`src/rtl/seg7_scan_display.sv`:
```
// Multi-digit common-anode 7-segment driver: signed input -> iterative BCD -> multiplexed scan.
// Define LEADING_ZERO_BLANK_EN for leading-zero blanking with a floating minus sign.
module seg7_scan_display #(
  parameter int DIGITS      = 4,
  parameter int DATA_W      = 8,
  parameter int REFRESH_DIV = 100000
) (
  input  logic              clk,
  input  logic              rst_n,
  input  logic [DATA_W-1:0] value,
  input  logic              value_valid,
  output logic              value_ready,
  input  logic [DIGITS-1:0] dp_mask,
  output logic [6:0]        seg,
  output logic              dp,
  output logic [DIGITS-1:0] an
);

  localparam int BCD_W = 4 * DIGITS;
  localparam int REF_W = $clog2(REFRESH_DIV);
  localparam int SEL_W = $clog2(DIGITS);
  localparam int CNT_W = $clog2(DATA_W);
  localparam logic [6:0] SEG_BLANK = 7'h7F;
  localparam logic [6:0] SEG_DASH  = 7'b0111111;

  typedef enum logic [1:0] {IDLE, CONV, LOAD} state_e;

  function automatic logic [6:0] seg_code(input logic [3:0] d);
    case (d)
      4'd0:    seg_code = 7'b1000000;
      4'd1:    seg_code = 7'b1111001;
      4'd2:    seg_code = 7'b0100100;
      4'd3:    seg_code = 7'b0110000;
      4'd4:    seg_code = 7'b0011001;
      4'd5:    seg_code = 7'b0010010;
      4'd6:    seg_code = 7'b0000010;
      4'd7:    seg_code = 7'b1111000;
      4'd8:    seg_code = 7'b0000000;
      4'd9:    seg_code = 7'b0010000;
      default: seg_code = SEG_BLANK;
    endcase
  endfunction

  state_e                   state_q, state_d;
  logic                     neg_q, neg_d;
  logic                     ovf_q, ovf_d;
  logic [DATA_W-1:0]        mag_q, mag_d;
  logic [BCD_W-1:0]         bcd_q, bcd_d;
  logic [BCD_W-1:0]         adj;
  logic [CNT_W-1:0]         cnt_q, cnt_d;
  logic [DIGITS-1:0][6:0]   disp_q, disp_d, build;
  logic                     ovf_fin;

  logic [REF_W-1:0]         ref_q, ref_d;
  logic [SEL_W-1:0]         sel_q, sel_d;
  logic [6:0]               seg_q, seg_d;
  logic                     dp_q, dp_d;
  logic [DIGITS-1:0]        an_q, an_d;

`ifdef LEADING_ZERO_BLANK_EN
  int msd;
`endif

  // Scan: the display register is the only source, so a LOAD never tears a digit.
  always_comb begin
    ref_d = ref_q + REF_W'(1);
    sel_d = sel_q;
    if (ref_q == REF_W'(REFRESH_DIV - 1)) begin
      ref_d = '0;
      sel_d = (sel_q == SEL_W'(DIGITS - 1)) ? '0 : sel_q + SEL_W'(1);
    end
    for (int i = 0; i < DIGITS; i++) begin
      an_d[i] = (sel_q != SEL_W'(i));
    end
    seg_d = disp_q[sel_q];
    dp_d  = ~dp_mask[sel_q];
  end

  always_comb begin
    adj = bcd_q;
    for (int i = 0; i < DIGITS; i++) begin
      if (bcd_q[4*i +: 4] > 4'd4) adj[4*i +: 4] = bcd_q[4*i +: 4] + 4'd3;
    end
  end

  // A negative value needs the top digit free for its sign.
  assign ovf_fin = ovf_q | (neg_q & (|bcd_q[BCD_W-1 -: 4]));

  always_comb begin
`ifdef LEADING_ZERO_BLANK_EN
    msd = 0;
    for (int i = 0; i < DIGITS; i++) begin
      if (|bcd_q[4*i +: 4]) msd = i;
    end
`endif
    for (int i = 0; i < DIGITS; i++) begin
`ifdef LEADING_ZERO_BLANK_EN
      build[i] = (i > msd) ? SEG_BLANK : seg_code(bcd_q[4*i +: 4]);
      if (neg_q && (i == msd + 1)) build[i] = SEG_DASH;
`else
      build[i] = seg_code(bcd_q[4*i +: 4]);
      if (neg_q && (i == DIGITS - 1)) build[i] = SEG_DASH;
`endif
      if (ovf_fin) build[i] = SEG_DASH;
    end
  end

  always_comb begin
    state_d     = state_q;
    neg_d       = neg_q;
    mag_d       = mag_q;
    bcd_d       = bcd_q;
    ovf_d       = ovf_q;
    cnt_d       = cnt_q;
    disp_d      = disp_q;
    value_ready = 1'b0;
    case (state_q)
      IDLE: begin
        value_ready = 1'b1;
        if (value_valid) begin
          neg_d   = value[DATA_W-1];
          mag_d   = value[DATA_W-1] ? (~value + DATA_W'(1)) : value;
          bcd_d   = '0;
          ovf_d   = 1'b0;
          cnt_d   = '0;
          state_d = CONV;
        end
      end
      CONV: begin
        bcd_d = {adj[BCD_W-2:0], mag_q[DATA_W-1]};
        mag_d = {mag_q[DATA_W-2:0], 1'b0};
        ovf_d = ovf_q | adj[BCD_W-1];
        cnt_d = cnt_q + CNT_W'(1);
        if (cnt_q == CNT_W'(DATA_W - 1)) state_d = LOAD;
      end
      LOAD: begin
        ovf_d   = ovf_fin;
        disp_d  = build;
        state_d = IDLE;
      end
      default: state_d = IDLE;
    endcase
  end

  always_ff @(posedge clk or negedge rst_n) begin
    if (!rst_n) begin
      state_q <= IDLE;
      neg_q   <= 1'b0;
      ovf_q   <= 1'b0;
      mag_q   <= '0;
      bcd_q   <= '0;
      cnt_q   <= '0;
      disp_q  <= {DIGITS{SEG_BLANK}};
      ref_q   <= '0;
      sel_q   <= '0;
      seg_q   <= SEG_BLANK;
      dp_q    <= 1'b1;
      an_q    <= '1;
    end else begin
      state_q <= state_d;
      neg_q   <= neg_d;
      ovf_q   <= ovf_d;
      mag_q   <= mag_d;
      bcd_q   <= bcd_d;
      cnt_q   <= cnt_d;
      disp_q  <= disp_d;
      ref_q   <= ref_d;
      sel_q   <= sel_d;
      seg_q   <= seg_d;
      dp_q    <= dp_d;
      an_q    <= an_d;
    end
  end

  assign seg = seg_q;
  assign dp  = dp_q;
  assign an  = an_q;

endmodule

```
`config.mk`:
```
export PLATFORM = sky130hd
export DESIGN_NAME = seg7_scan_display
export DESIGN_NICKNAME = d
export VERILOG_FILES = /design/src/rtl/seg7_scan_display.sv
export SDC_FILE = /design/constraint.sdc
export NUM_CORES = 1
export LEC_CHECK = 0
export BUFFER_PORTS_ARGS = -buffer_cell sky130_fd_sc_hd__buf_2
export CAP_MARGIN = 10
export CELL_PAD_IN_SITES_DETAIL_PLACEMENT = 1
export CELL_PAD_IN_SITES_GLOBAL_PLACEMENT = 2
export CORE_ASPECT_RATIO = 1.5
export CORE_MARGIN = 8
export CORE_UTILIZATION = 43
export DETAILED_ROUTE_END_ITERATION = 10
export GPL_TIMING_DRIVEN = 0
export PLACE_DENSITY_LB_ADDON = 0.1
export REMOVE_ABC_BUFFERS = 1
export SYNTH_ARGS = -nofsm -noshare
export SYNTH_HDL_FRONTEND = slang
export SYNTH_SLANG_ARGS = --single-unit
```
`constraint.sdc`:
```
create_clock -name clk -period 3.35 [get_ports clk]
set_clock_uncertainty 0.15 [all_clocks]
set_input_delay 0.5025 -clock clk [delete_from_list [all_inputs] [get_ports clk]]
set_output_delay 0.5025 -clock clk [all_outputs]
set_load 0.01 [all_outputs]
```
### Word-level counts from Yosys, hierarchy flattened

Memory sizes are Yosys's and may differ from the RTL's.
Index checks and enable logic that the tools add are counted.

* add/subtract/negate cells: 8
* order comparisons: 5
* equality and inequality tests: 10
* mux-type cells: 28
* bitwise gates (word level): 5
* reduce and logical (&&, ||, !) cells: 9

Operators by type and width (count)
* $mux W7: 6
* $pmux W16 S2: 1
* $add A17 B1 Y17 const B: 1
* $eq A17 B17 Y1 const B: 1
* $mux W17: 1
* $add A4 B2 Y4 const B: 4
* $gt A4 B3 Y1 const B: 4
* $mux W16: 1
* $mux W4: 4
* $mux W8: 2
* $pmux W8 S2: 1
* $bmux W7 S2: 1
* $add A8 B1 Y8 const B: 1
* $ne A2 B2 Y1 const B: 4
* $not A8 Y8: 1
* $reduce_and A2 Y1: 4
* $mux W2: 3
* $pmux W3 S2: 1
* $eq A2 B2 Y1 const B: 2
* $pmux W2 S2: 1
* $reduce_bool A2 Y1: 2
* $reduce_or A4 Y1: 1
* $add A3 B1 Y3 const B: 1
* $eq A3 B3 Y1 const B: 1
* 13 further kinds: 16

* register bits: 90
* bits in read-only memories: 448
* bits of input ports: 15
* output and inout port bits: 13
* logic and storage cells: 84
* memories kept: 4

Memory list
* (name not given): words 16, width 7, rd ports 1, clocked after Yosys merged registers in 0, write ports 0, line 29 `case (d)`
* (name not given): words 16, width 7, rd ports 1, clocked after Yosys merged registers in 0, write ports 0, line 29
* (name not given): words 16, width 7, rd ports 1, clocked after Yosys merged registers in 0, write ports 0, line 29
* (name not given): words 16, width 7, rd ports 1, clocked after Yosys merged registers in 0, write ports 0, line 29

### Depth between registers and ports, before layout

* word-level depth: 5
* gate-level depth with buffers: 7
* gate-level depth less buffers: 6

### Worst setup path after synthesis

No wires, ideal clock.

* path type: reg2reg
* start: reg bcd_q[12]
* end: reg ovf_q
* setup time: 134 ps
* arrival time: 1788 ps
* required time: 3066 ps
* setup slack: 1278 ps
* stages on the path, launching flop included: 7
* buffers on the path: 0
* clock period less this slack: 2072 ps
* cell sequence: dfrtp_1 inv_1 ha_1 or3b_4 a21o_1 a2111oi_1 nor3_1

* word-level cells in the longest chain between the ends: 4
* elaborated cells between the ends (all ways): 8
* classes of those cells: add/sub (1); order compare (1); mux (2); bitwise (3); reduce/logical (1)

RTL lines
* from (decl): line 48 `logic [BCD_W-1:0] bcd_q, bcd_d;`
* from (signal assigned): line 151 `bcd_q <= '0;`
* from (signal assigned): line 164 `bcd_q <= bcd_d;`
* $add A4 B2 Y4 (tied with other cells): line 82 `if (bcd_q[4*i +: 4] > 4'd4) adj[4*i +: 4] = bcd_q[4*i +: 4] + 4'd3;`
* $mux W4 / $and A1 B1 Y1 (equally long branches): line 82, 87
* $or A1 B1 Y1, on equally long branches: line 132, 87
* $pmux W1 S3 *: line 117 `case (state_q)`
* to (signal assigned): line 162 `ovf_q <= ovf_d;`
* to (decl): line 46 `logic ovf_q, ovf_d;`

Mark *: on every way between the ends. The rest lies on a longest branch, timed or not.
A chain may end at the register's enable or synchronous reset.

### Final worst setup path

* start: reg bcd_q[12]
* end: reg disp_q[13] (netlist name)

* word-level cells in the longest chain between the ends: 4

RTL lines
* $reduce_or A4 Y1: line 87 `assign ovf_fin = ovf_q | (neg_q & (|bcd_q[BCD_W-1 -: 4]));`
* $and A1 B1 Y1: line 87
* $or A1 B1 Y1: line 87
* $mux W7: line 104 `if (ovf_fin) build[i] = SEG_DASH;`
* to (signal assigned): line 153 `disp_q <= {DIGITS{SEG_BLANK}};`
* to (signal assigned): line 166 `disp_q <= disp_d;`
* to (decl): line 51 `logic [DIGITS-1:0][6:0] disp_q, disp_d, build;`

Every way passes these cells.

==> flow_metrics.tcl <==
set metrics [dict create \
    finalNetCount 565 \
    drc 0 \
    period_needed_ns 3.09 \
    setup_repair_after_global_routing_missed_its_margin "no" \
    route.final.wire_length_um 11300 \
    max-slew-margin-rel_pct 21.2 \
    numPortBuffers 27 \
    hold_path.class "flop to flop" \
    cp_top_family "compound AO/OA/AOI/OAI gates" \
    ctsHoldBuffers 1 \
    grt_pass1_wl_um 19600 \
    cp.required_ns 3.45 \
    root_buffer "clkbuf_16" \
    die_area_um2 15300 \
    cp_slowest_cell "a21oi_1" \
    layout_worst_path_cycle_share_pct 92.3 \
    drt_first_pass_iters 4 \
    maxSlewViolCount 0 \
    critical_path_arrival_ns 3.20 \
    cp.buffers_inverters 1 \
    netlist_area_um2 4960 \
    detail_route.wl_per_cell_um 16.7 \
    ir_worst_vdd_v 0.000528 \
    timing.critical_path.cells "inv_1, ha_1, or3b_4, a21oi_1, nand4b_1, o21ai_0" \
    timing.setup.critical_path_class "flop to flop" \
    power.density_cell_area_nw_per_um2 846 \
    max_freq_mhz 323 \
    cts.sink_count 90 \
    setup_violations 0 \
    core_um2 11400 \
    worstMarginPinSlew_ns 1.18 \
    outcome "finished clean" \
    fin_tns_setup_ns 0 \
    count_of_flip_flops_with_a_built_in_enable_after_synthesis 0 \
    crit_path_start_kind "flop" \
    globalRouteMet2Util_pct 28.0 \
    finalCoreUtilization_pct 48.8 \
    timing.hold.ws_ns 0.331 \
    die_width_um 104 \
    worst_setup_hold_path_clk_slew_ns 0.07 \
    design_power_total_mw 4.71 \
    cts_max_level 3 \
    power_leakage_nw 2.39 \
    layout-drive-gt1-share_pct 20.3 \
    ys_warn_count 0 \
    detail-route-antenna-nets 0 \
    synthDistinctLibCells 50 \
    cts_resized 0 \
    place_congestion 0.789 \
    globalRouteMet3Util_pct 2.66 \
    detailed_place_hpwl_um 8350 \
    n_fill_cell 1316 \
    synth_ff_type "dfrtp_1" \
    synth-seq-area-share_pct 46.4 \
    worstPathMaxFanout 15 \
    post_cts_buffers 0 \
    async_flop_share_pct 100 \
    hold_viol 0 \
    number_of_antenna_violations_at_the_first_check_in_global_routing 0 \
    n_antenna_cell 0 \
    synth_seq_cells 90 \
    placed_cell_area_um2 5230 \
    num_rows 48 \
    cts_buffers 9 \
    clk_latency_ns 0.34 \
    die-height_um 148 \
    post_synth_inst_count 500 \
    globalRoute.totalOverflow 0 \
    grt_busiest_layer "met2" \
    groute.layer.met1.usage_pct 17.5 \
    vias 3655 \
    io-pin-count 28 \
    area_growth_syn_to_layout_pct 12.2 \
    tritoncts "built" \
    max_stage_delay_ns 0.93 \
    stdcell_area_um2 5570 \
    grtUsageTotal_pct 15.5 \
    first_global_vias 3977 \
    drtIter0Drc 137 \
    maxCapViolations 0 \
    syn-mean-instance-area_um2 9.93 \
    clockBufferDepth 2 \
    via_per_inst 5.44 \
    grt_start_max_net_pins 62 \
    initial_utilization_pct 43.5 \
    cp-end-kind "flop" \
]
## metrics by stage
| stage | instances | worst slack [ns] |
|---|---|---|
| after floorplan | 475 | 0.922 |
| after global placement | 652 | 0.321 |
| after detailed placement | 654 | 0.294 |
| after CTS | 671 | 0.258 |
| after global routing | 672 | 0.112 |
| final | 672 | 0.259 |
## where the power goes
group	internal [mW]	switching, mW
logic	0.738	0.998
clock network	0.659	0.436
registers	1.54	0.341
## layout by cell type (no fill, tap or decap), types with 9 or more instances in the layout
cell       count
xor2_1         9
buf_2         26
nand2_1       30
clkbuf_16      9
xnor2_1       15
a21oi_1       31
o21ai_0       32
ha_1          32
nand2b_1       9
nor2_1        52
nand3_1       10
a31oi_1       18
o22ai_1       11
nor3_1        13
inv_1         34
dfstp_2       40
dfrtp_1       50
## final timing paths
check / startpoint / end / slack (ns) / cells after the start
max in group asynchronous: rst_n / disp_q[16] / 1.86 / 3
min in group asynchronous: rst_n / ref_q[0] / 0.49 / 2
min reg2reg: mag_q[2] / mag_q[2] / 0.33 / 2
min: mag_q[2] / mag_q[2] / 0.33 / 2
max reg2reg: bcd_q[12] / disp_q[13] / 0.26 / 6
max: bcd_q[12] / disp_q[13] / 0.26 / 6
## area by class of cell
cell class	instances	area, µm²	area share [%]
clock buffer	9	225	4.04
clock inverter	7	97.6	1.75
inverter	35	131	2.36
multi-input combinational	350	2430	43.7
sequential	90	2300	41.3
tap	150	188	3.37
timing repair buffer	31	194	3.48
## kinds of logic (layout without fill, tap and decap cells)
family	after synthesis	after routing	share of synthesized area, %
AND/OR/NAND/NOR	151	151	15.0
AO/OA/AOI/OAI	118	118	14.3
flip-flops	90	90	46.4
buffers and inverters	60	82	4.76
adder cells (fa/ha/maj)	33	33	8.32
XOR/XNOR	24	24	4.23
multiplexers	24	24	7.03
## worst reg2reg max path, stage by stage, from the launching register on
cell	delay, ns
dfrtp_1	0.43
inv_1	0.19
ha_1	0.26
or3b_4	0.40
a21oi_1	0.93
nand4b_1	0.43
o21ai_0	0.20
## per-layer routing
metal	part of all wire, %	vias up
met5	0	-
met2	53	37
li1	-	1796
met1	42	1807
met4	2.6	0
met3	2.3	15
## synth_stat cells (all sizes together), types with 3 or more instances
cell type | instances | area share (%)
nor4 | 7 | 1.0
nand3 | 10 | 1.0
o31ai | 4 | 0.60
a21oi | 31 | 3.1
nor2 | 52 | 3.9
xor2 | 9 | 1.6
a31oi | 18 | 2.3
ha | 33 | 8.3
clkbuf | 19 | 1.4
nand4 | 6 | 0.76
xnor2 | 15 | 2.6
nand2b | 9 | 1.1
nor2b | 7 | 0.88
mux4 | 8 | 3.6
nand3b | 3 | 0.45
mux2 | 7 | 1.6
nand2 | 30 | 2.3
buf | 6 | 0.68
and2 | 3 | 0.40
o21ai | 32 | 3.2
a21o | 3 | 0.45
inv | 34 | 2.6
o22ai | 11 | 1.4
dfrtp | 50 | 25
mux2i | 9 | 1.8
a22o | 5 | 0.88
dfstp | 40 | 21
nor3 | 13 | 1.3
## registers in the layout, indices dropped and copies added, names as in the netlist
| register | flops |
|---|---|
| an | 4 |
| bcd_q | 16 |
| cnt_q | 3 |
| disp_q | 28 |
| dp | 1 |
| mag_q | 8 |
| neg_q | 1 |
| ovf_q | 1 |
| ref_q | 17 |
| seg | 7 |
| sel_q | 2 |
| state_q | 2 |
No activity file was read; power rests on OpenSTA's default activity.
